$ cat config.mk
export PLATFORM = sky130hd
export DESIGN_NAME = window_avg_decoder
export DESIGN_NICKNAME = d
export VERILOG_FILES = /design/src/rtl/window_avg_decoder_pkg.sv /design/src/rtl/seq_restoring_div.sv /design/src/rtl/window_avg_decoder.sv
export SDC_FILE = /design/constraint.sdc
export NUM_CORES = 1
export LEC_CHECK = 0
export ABC_CLOCK_PERIOD_IN_PS = 4600
export BUFFER_PORTS_ARGS = -buffer_cell sky130_fd_sc_hd__buf_2
export CAP_MARGIN = 20
export CORE_MARGIN = 10
export CORE_UTILIZATION = 34
export CTS_BUF_LIST = sky130_fd_sc_hd__clkbuf_4
export DETAILED_ROUTE_END_ITERATION = 8
export GPL_TIMING_DRIVEN = 0
export HOLD_SLACK_MARGIN = 0.12
export PLACE_DENSITY = 0.63
export SYNTH_ARGS = -nofsm -noshare
export SYNTH_HDL_FRONTEND = slang
export SYNTH_SLANG_ARGS = --single-unit
$ cat constraint.sdc
create_clock -name clock -period 4.6 [get_ports clock]
set_clock_uncertainty 0.2 [all_clocks]
set_input_delay 0.69 -clock clock [delete_from_list [all_inputs] [get_ports clock]]
set_output_delay 0.69 -clock clock [all_outputs]
set_load 0.03 [all_outputs]
$ cat src/rtl/window_avg_decoder_pkg.sv
// Shared constants and types for the integrate-and-dump window decoder.
// SCALE and N_SAMPLES must match the integrator's per-sample weighting.
package window_avg_decoder_pkg;

   localparam int unsigned ACC_W     = 13;
   localparam int unsigned X_W       = 4;
   localparam int unsigned SCALE     = 25;
   localparam int unsigned N_SAMPLES = 4;
   localparam int unsigned DIV_D     = SCALE * N_SAMPLES;
   localparam int unsigned REM_W     = $clog2(DIV_D) + 1;
   localparam int unsigned AVG_MAX   = (2 ** X_W) - 1;

   typedef enum logic [1:0] {
      ST_IDLE = 2'd0,
      ST_DIV  = 2'd1,
      ST_HOLD = 2'd2
   } state_e;

   // Clamp a full-width quotient to the largest representable average code.
   function automatic logic [X_W-1:0] saturate_avg(input logic [ACC_W-1:0] q);
      return (q > ACC_W'(AVG_MAX)) ? X_W'(AVG_MAX) : q[X_W-1:0];
   endfunction

endpackage

$ cat src/rtl/seq_restoring_div.sv
// Bit-serial restoring divider by a constant: one quotient bit per cycle, W steps.
// done_c is high during the cycle whose edge performs the final step.
module seq_restoring_div #(
   parameter int unsigned W  = 13,
   parameter int unsigned D  = 100,
   parameter int unsigned RW = 8
) (
   input  logic          clock,
   input  logic          acc_rst2,
   input  logic          start_i,
   input  logic [W-1:0]  dividend_i,
   output logic          done_c,
   output logic [W-1:0]  quotient_o,
   output logic [RW-2:0] remainder_o
);

   localparam int unsigned CW = $clog2(W);

   logic          run_q, run_d;
   logic [CW-1:0] cnt_q, cnt_d;
   logic [W-1:0]  dvd_q, dvd_d;
   logic [W-1:0]  quo_q, quo_d;
   logic [RW-1:0] rem_q, rem_d;
   logic [RW:0]   rem_sh;
   logic          ge;

   always_comb begin
      run_d  = run_q;
      cnt_d  = cnt_q;
      dvd_d  = dvd_q;
      quo_d  = quo_q;
      rem_d  = rem_q;
      rem_sh = {rem_q, dvd_q[W-1]};
      ge     = (rem_sh >= (RW+1)'(D));
      done_c = run_q && (cnt_q == '0);
      if (start_i) begin
         run_d = 1'b1;
         cnt_d = CW'(W - 1);
         dvd_d = dividend_i;
         quo_d = '0;
         rem_d = '0;
      end else if (run_q) begin
         dvd_d = {dvd_q[W-2:0], 1'b0};
         quo_d = {quo_q[W-2:0], ge};
         rem_d = ge ? RW'(rem_sh - (RW+1)'(D)) : RW'(rem_sh);
         cnt_d = cnt_q - CW'(1);
         if (cnt_q == '0) begin
            run_d = 1'b0;
         end
      end
   end

   always_ff @(posedge clock or posedge acc_rst2) begin
      if (acc_rst2) begin
         run_q <= 1'b0;
         cnt_q <= '0;
         dvd_q <= '0;
         quo_q <= '0;
         rem_q <= '0;
      end else begin
         run_q <= run_d;
         cnt_q <= cnt_d;
         dvd_q <= dvd_d;
         quo_q <= quo_d;
         rem_q <= rem_d;
      end
   end

   // Remainder is always below D after a step, so the top bit is never set.
   assign quotient_o  = quo_q;
   assign remainder_o = rem_q[RW-2:0];

endmodule

$ cat src/rtl/window_avg_decoder.sv
// Recovers the average input code from a dumped window sum (y / (SCALE*N_SAMPLES))
// and presents it on a valid/ready handshake with saturation and overrun flags.
module window_avg_decoder
   import window_avg_decoder_pkg::*;
(
   input  logic             clock,
   input  logic             acc_rst2,
   input  logic [ACC_W-1:0] y_in,
   input  logic             sample,
   output logic [X_W-1:0]   avg,
   output logic [REM_W-2:0] rem_out,
   output logic             sat,
   output logic             out_valid,
   input  logic             out_ready,
   output logic             busy,
   output logic             overrun
);

   state_e           state_q, state_d;
   logic             out_valid_q, out_valid_d;
   logic             busy_q, busy_d;
   logic             overrun_q, overrun_d;
   logic             start_c;
   logic             done_c;
   logic [ACC_W-1:0] quotient;

   seq_restoring_div #(
      .W  (ACC_W),
      .D  (DIV_D),
      .RW (REM_W)
   ) u_div (
      .clock       (clock),
      .acc_rst2    (acc_rst2),
      .start_i     (start_c),
      .dividend_i  (y_in),
      .done_c      (done_c),
      .quotient_o  (quotient),
      .remainder_o (rem_out)
   );

   // Handshake FSM; a HOLD-state transfer may coincide with a new capture.
   always_comb begin
      state_d     = state_q;
      out_valid_d = out_valid_q;
      busy_d      = busy_q;
      overrun_d   = overrun_q;
      start_c     = 1'b0;
      case (state_q)
         ST_IDLE: begin
            if (sample) begin
               start_c = 1'b1;
               busy_d  = 1'b1;
               state_d = ST_DIV;
            end
         end
         ST_DIV: begin
            if (sample) begin
               overrun_d = 1'b1;
            end
            if (done_c) begin
               out_valid_d = 1'b1;
               busy_d      = 1'b0;
               state_d     = ST_HOLD;
            end
         end
         ST_HOLD: begin
            if (out_ready) begin
               out_valid_d = 1'b0;
               state_d     = ST_IDLE;
               if (sample) begin
                  start_c = 1'b1;
                  busy_d  = 1'b1;
                  state_d = ST_DIV;
               end
            end else if (sample) begin
               overrun_d = 1'b1;
            end
         end
         default: begin
            state_d = ST_IDLE;
         end
      endcase
   end

   always_ff @(posedge clock or posedge acc_rst2) begin
      if (acc_rst2) begin
         state_q     <= ST_IDLE;
         out_valid_q <= 1'b0;
         busy_q      <= 1'b0;
         overrun_q   <= 1'b0;
      end else begin
         state_q     <= state_d;
         out_valid_q <= out_valid_d;
         busy_q      <= busy_d;
         overrun_q   <= overrun_d;
      end
   end

   // Result fields come straight from the divider's registers, frozen once it stops.
   assign avg       = saturate_avg(quotient);
   assign sat       = (quotient > ACC_W'(AVG_MAX));
   assign out_valid = out_valid_q;
   assign busy      = busy_q;
   assign overrun   = overrun_q;

endmodule

==> results_dict.tcl <==
set metrics [dict create \
    rows 29 \
    seq_area_mm2 0.00110 \
    min_from "overrun" \
    htreeDepth 2 \
    cp-end-kind "output pin" \
    area_delta_synth_final_pct 15.2 \
    netlist_area_mm2 0.00222 \
    required_ns 3.71 \
    grt_pass1_vias 1730 \
    cap_violations 0 \
    p_leak_nw 1.33 \
    drc 0 \
    reg2reg_depth 6 \
    netlist_instances 219 \
    hold_path.class "reg2reg" \
    preCtsSetupSlack_ns 2.31 \
    track_usage_pct 9.62 \
    fin_crit_ns 2.66 \
    synth-warning-count 0 \
    worstHoldPathCells 1 \
    die_x_um 101 \
    cts_max_path_buffers 2 \
    drt_iter0_drc 54 \
    final_util_pct 40.2 \
    r2r-start "u_div.rem_q[2]" \
    holdWs_ns 0.268 \
    grt_antenna_before_repair 0 \
    hpwl_um 3310 \
    overflow 0 \
    numCtsBuffers 5 \
    fin_nets 280 \
    power_mw 1.95 \
    grt_max_degree 28 \
    power.density_mw_per_mm2 762 \
    cts_resized 0 \
    portBuffers 31 \
    grt_setup_unrepaired "no" \
    fin_cells 337 \
    worst_skew_pair.late_latency_ns 0.35 \
    grt_pass1_wl_um 8070 \
    io_pins 32 \
    crit_start "u_div.quotient_o[7]" \
    arrival_ns 1.77 \
    antenna_cells 0 \
    synth.yosys.seq_area_share_pct 49.7 \
    tightest_slew_ns 0.593 \
    yosys_register_bits 44 \
    timing.final.crit_share_pct 57.9 \
    placed_cells 328 \
    syn_avg_cell_area_um2 10.1 \
    setup_viol 0 \
    placed_area_mm2 0.00249 \
    clk_pin_slew_ns 0.13 \
    max-vdd-ir-drop_mv 0.359 \
    fin_ws_ns 1.94 \
    worstPathMaxFanout 5 \
    postRouteWirelength_um 4540 \
    rrSetupSlack_ns 2.74 \
    synth.distinct_cells 44 \
    slew_violations 0 \
    fp.coreArea_mm2 0.00635 \
    max_freq_ghz 0.376 \
    wl_per_cell_um 13.5 \
    synth_edf_count 0 \
    cts.sinks 44 \
    ctsRootBufferMaster "clkbuf_4" \
    die_h_um 101 \
    status "finished, final reports clean" \
    synth_fp_nets 240 \
    finalSetupTns_ns 0 \
    synth_ff_type "dfrtp_1" \
    hold_viol 0 \
    worst_setup_path_start_kind "register" \
    relSlewSlack_pct 60.5 \
    via_per_inst 4.99 \
    finalWeightedCongestion 0.864 \
    final_layout_size_suffix_gt1_share_pct 24.6 \
    ant_nets 0 \
    cts_tree "yes" \
    via_count 1682 \
    path_class "reg2out" \
    multi_input_area_um2 990 \
    final_area_mm2 0.00255 \
    firstDrtPassIters 4 \
    fill_cells 631 \
    start_util_pct 34.9 \
    async_flop_share_pct 100 \
    die_area_mm2 0.0102 \
]
==> metal layers <==
layer	wire (um)	track usage (%)
met1	2130	11.8
met2	2110	15.3
met4	95	4.02
met3	207	2.81
met5	0	0
==> final timing paths <==
| check | to |
|---|---|
| max | avg[3] |
| min | overrun |
| max reg2reg | u_div.rem_q[2] |
| min reg2reg | overrun |
| max in group asynchronous | u_div.rem_q[4] |
| min in group asynchronous | u_div.dvd_q[0] |
==> placed cells by master (no fill, tap or decap), types with 2 or more instances in the layout <==
cell	count
buf_2	36
dfrtp_1	44
inv_1	5
nor2_1	25
a21o_1	2
nand2b_1	3
a211oi_1	2
or2_2	4
a21oi_1	5
o21ai_0	15
mux2i_1	27
nand2_1	22
and3_1	2
clkbuf_1	4
buf_4	8
clkbuf_4	6
xnor2_1	2
nand3_1	6
nor4_1	3
ha_1	4
inv_2	2
o21ai_1	3
nor3_1	4
==> flip-flops by register name (all words and copies together) (netlist names) <==
| signal | cells |
|---|---|
| u_div.quotient_o | 13 |
| overrun | 1 |
| out_valid | 1 |
| state_q | 2 |
| busy | 1 |
| u_div.run_q | 1 |
| u_div.rem_q | 8 |
| u_div.cnt_q | 4 |
| u_div.dvd_q | 13 |
==> worst max-delay path, stage by stage (launching register included) <==
cell and delay, ns:
dfrtp_1 0.41, nor4_1 0.33, nand3_1 0.20, or2_2 0.30
buf_2 0.18
==> timing repair <==
item	CTS	global route
hold buffers	1	0
setup buffers	0	0
hold endpoints to repair	17	0
==> power by group <==
part	internal (mW)	switching (mW)	leakage, nW
Combinational	0.435	0.632	0.740
Sequential	0.548	0.142	0.560
Clock	0.0642	0.125	0.0293
Total	1.05	0.899	1.33
==> logic make-up after synthesis <==
logic type / count (synthesis) / share of synthesized area, %
simple gates: 80 / 18.3
flops: 44 / 49.7
compound gates: 37 / 10.7
mux: 27 / 12.2
buf+inv: 24 / 5.70
fa+ha+maj: 4 / 2.26
xor+xnor: 3 / 1.19
==> cell type report <==
| class | instances | share of cell area (%) |
|---|---|---|
| Sequential cell | 44 | 43.1 |
| Multi-Input combinational cell | 151 | 38.7 |
| Timing Repair Buffer | 33 | 7.25 |
| Buffer | 17 | 3.92 |
| Tap cell | 77 | 3.77 |
| Clock buffer | 6 | 1.76 |
| Inverter | 7 | 1.03 |
| Clock inverter | 2 | 0.441 |
==> cell usage after synthesis (2+ instances only) <==
cell type  instances  area (um2)
a211oi_1           2        15.0
a21o_1             2        15.0
a21oi_1            5        25.0
and3_1             2        12.5
buf_2              5        25.0
buf_4              8        60.1
clkbuf_1           4        15.0
dfrtp_1           44        1100
ha_1               4        50.1
inv_1              6        22.5
mux2i_1           27         270
nand2_1           22        82.6
nand2b_1           3        18.8
nand3_1            6        30.0
nor2_1            25        93.8
nor3_1             4        20.0
nor4_1             3        18.8
o21ai_0           15        75.1
o21ai_1            3        15.0
or2_2              4        25.0
xnor2_1            2        17.5
Power figures use the tool's default switching activity.
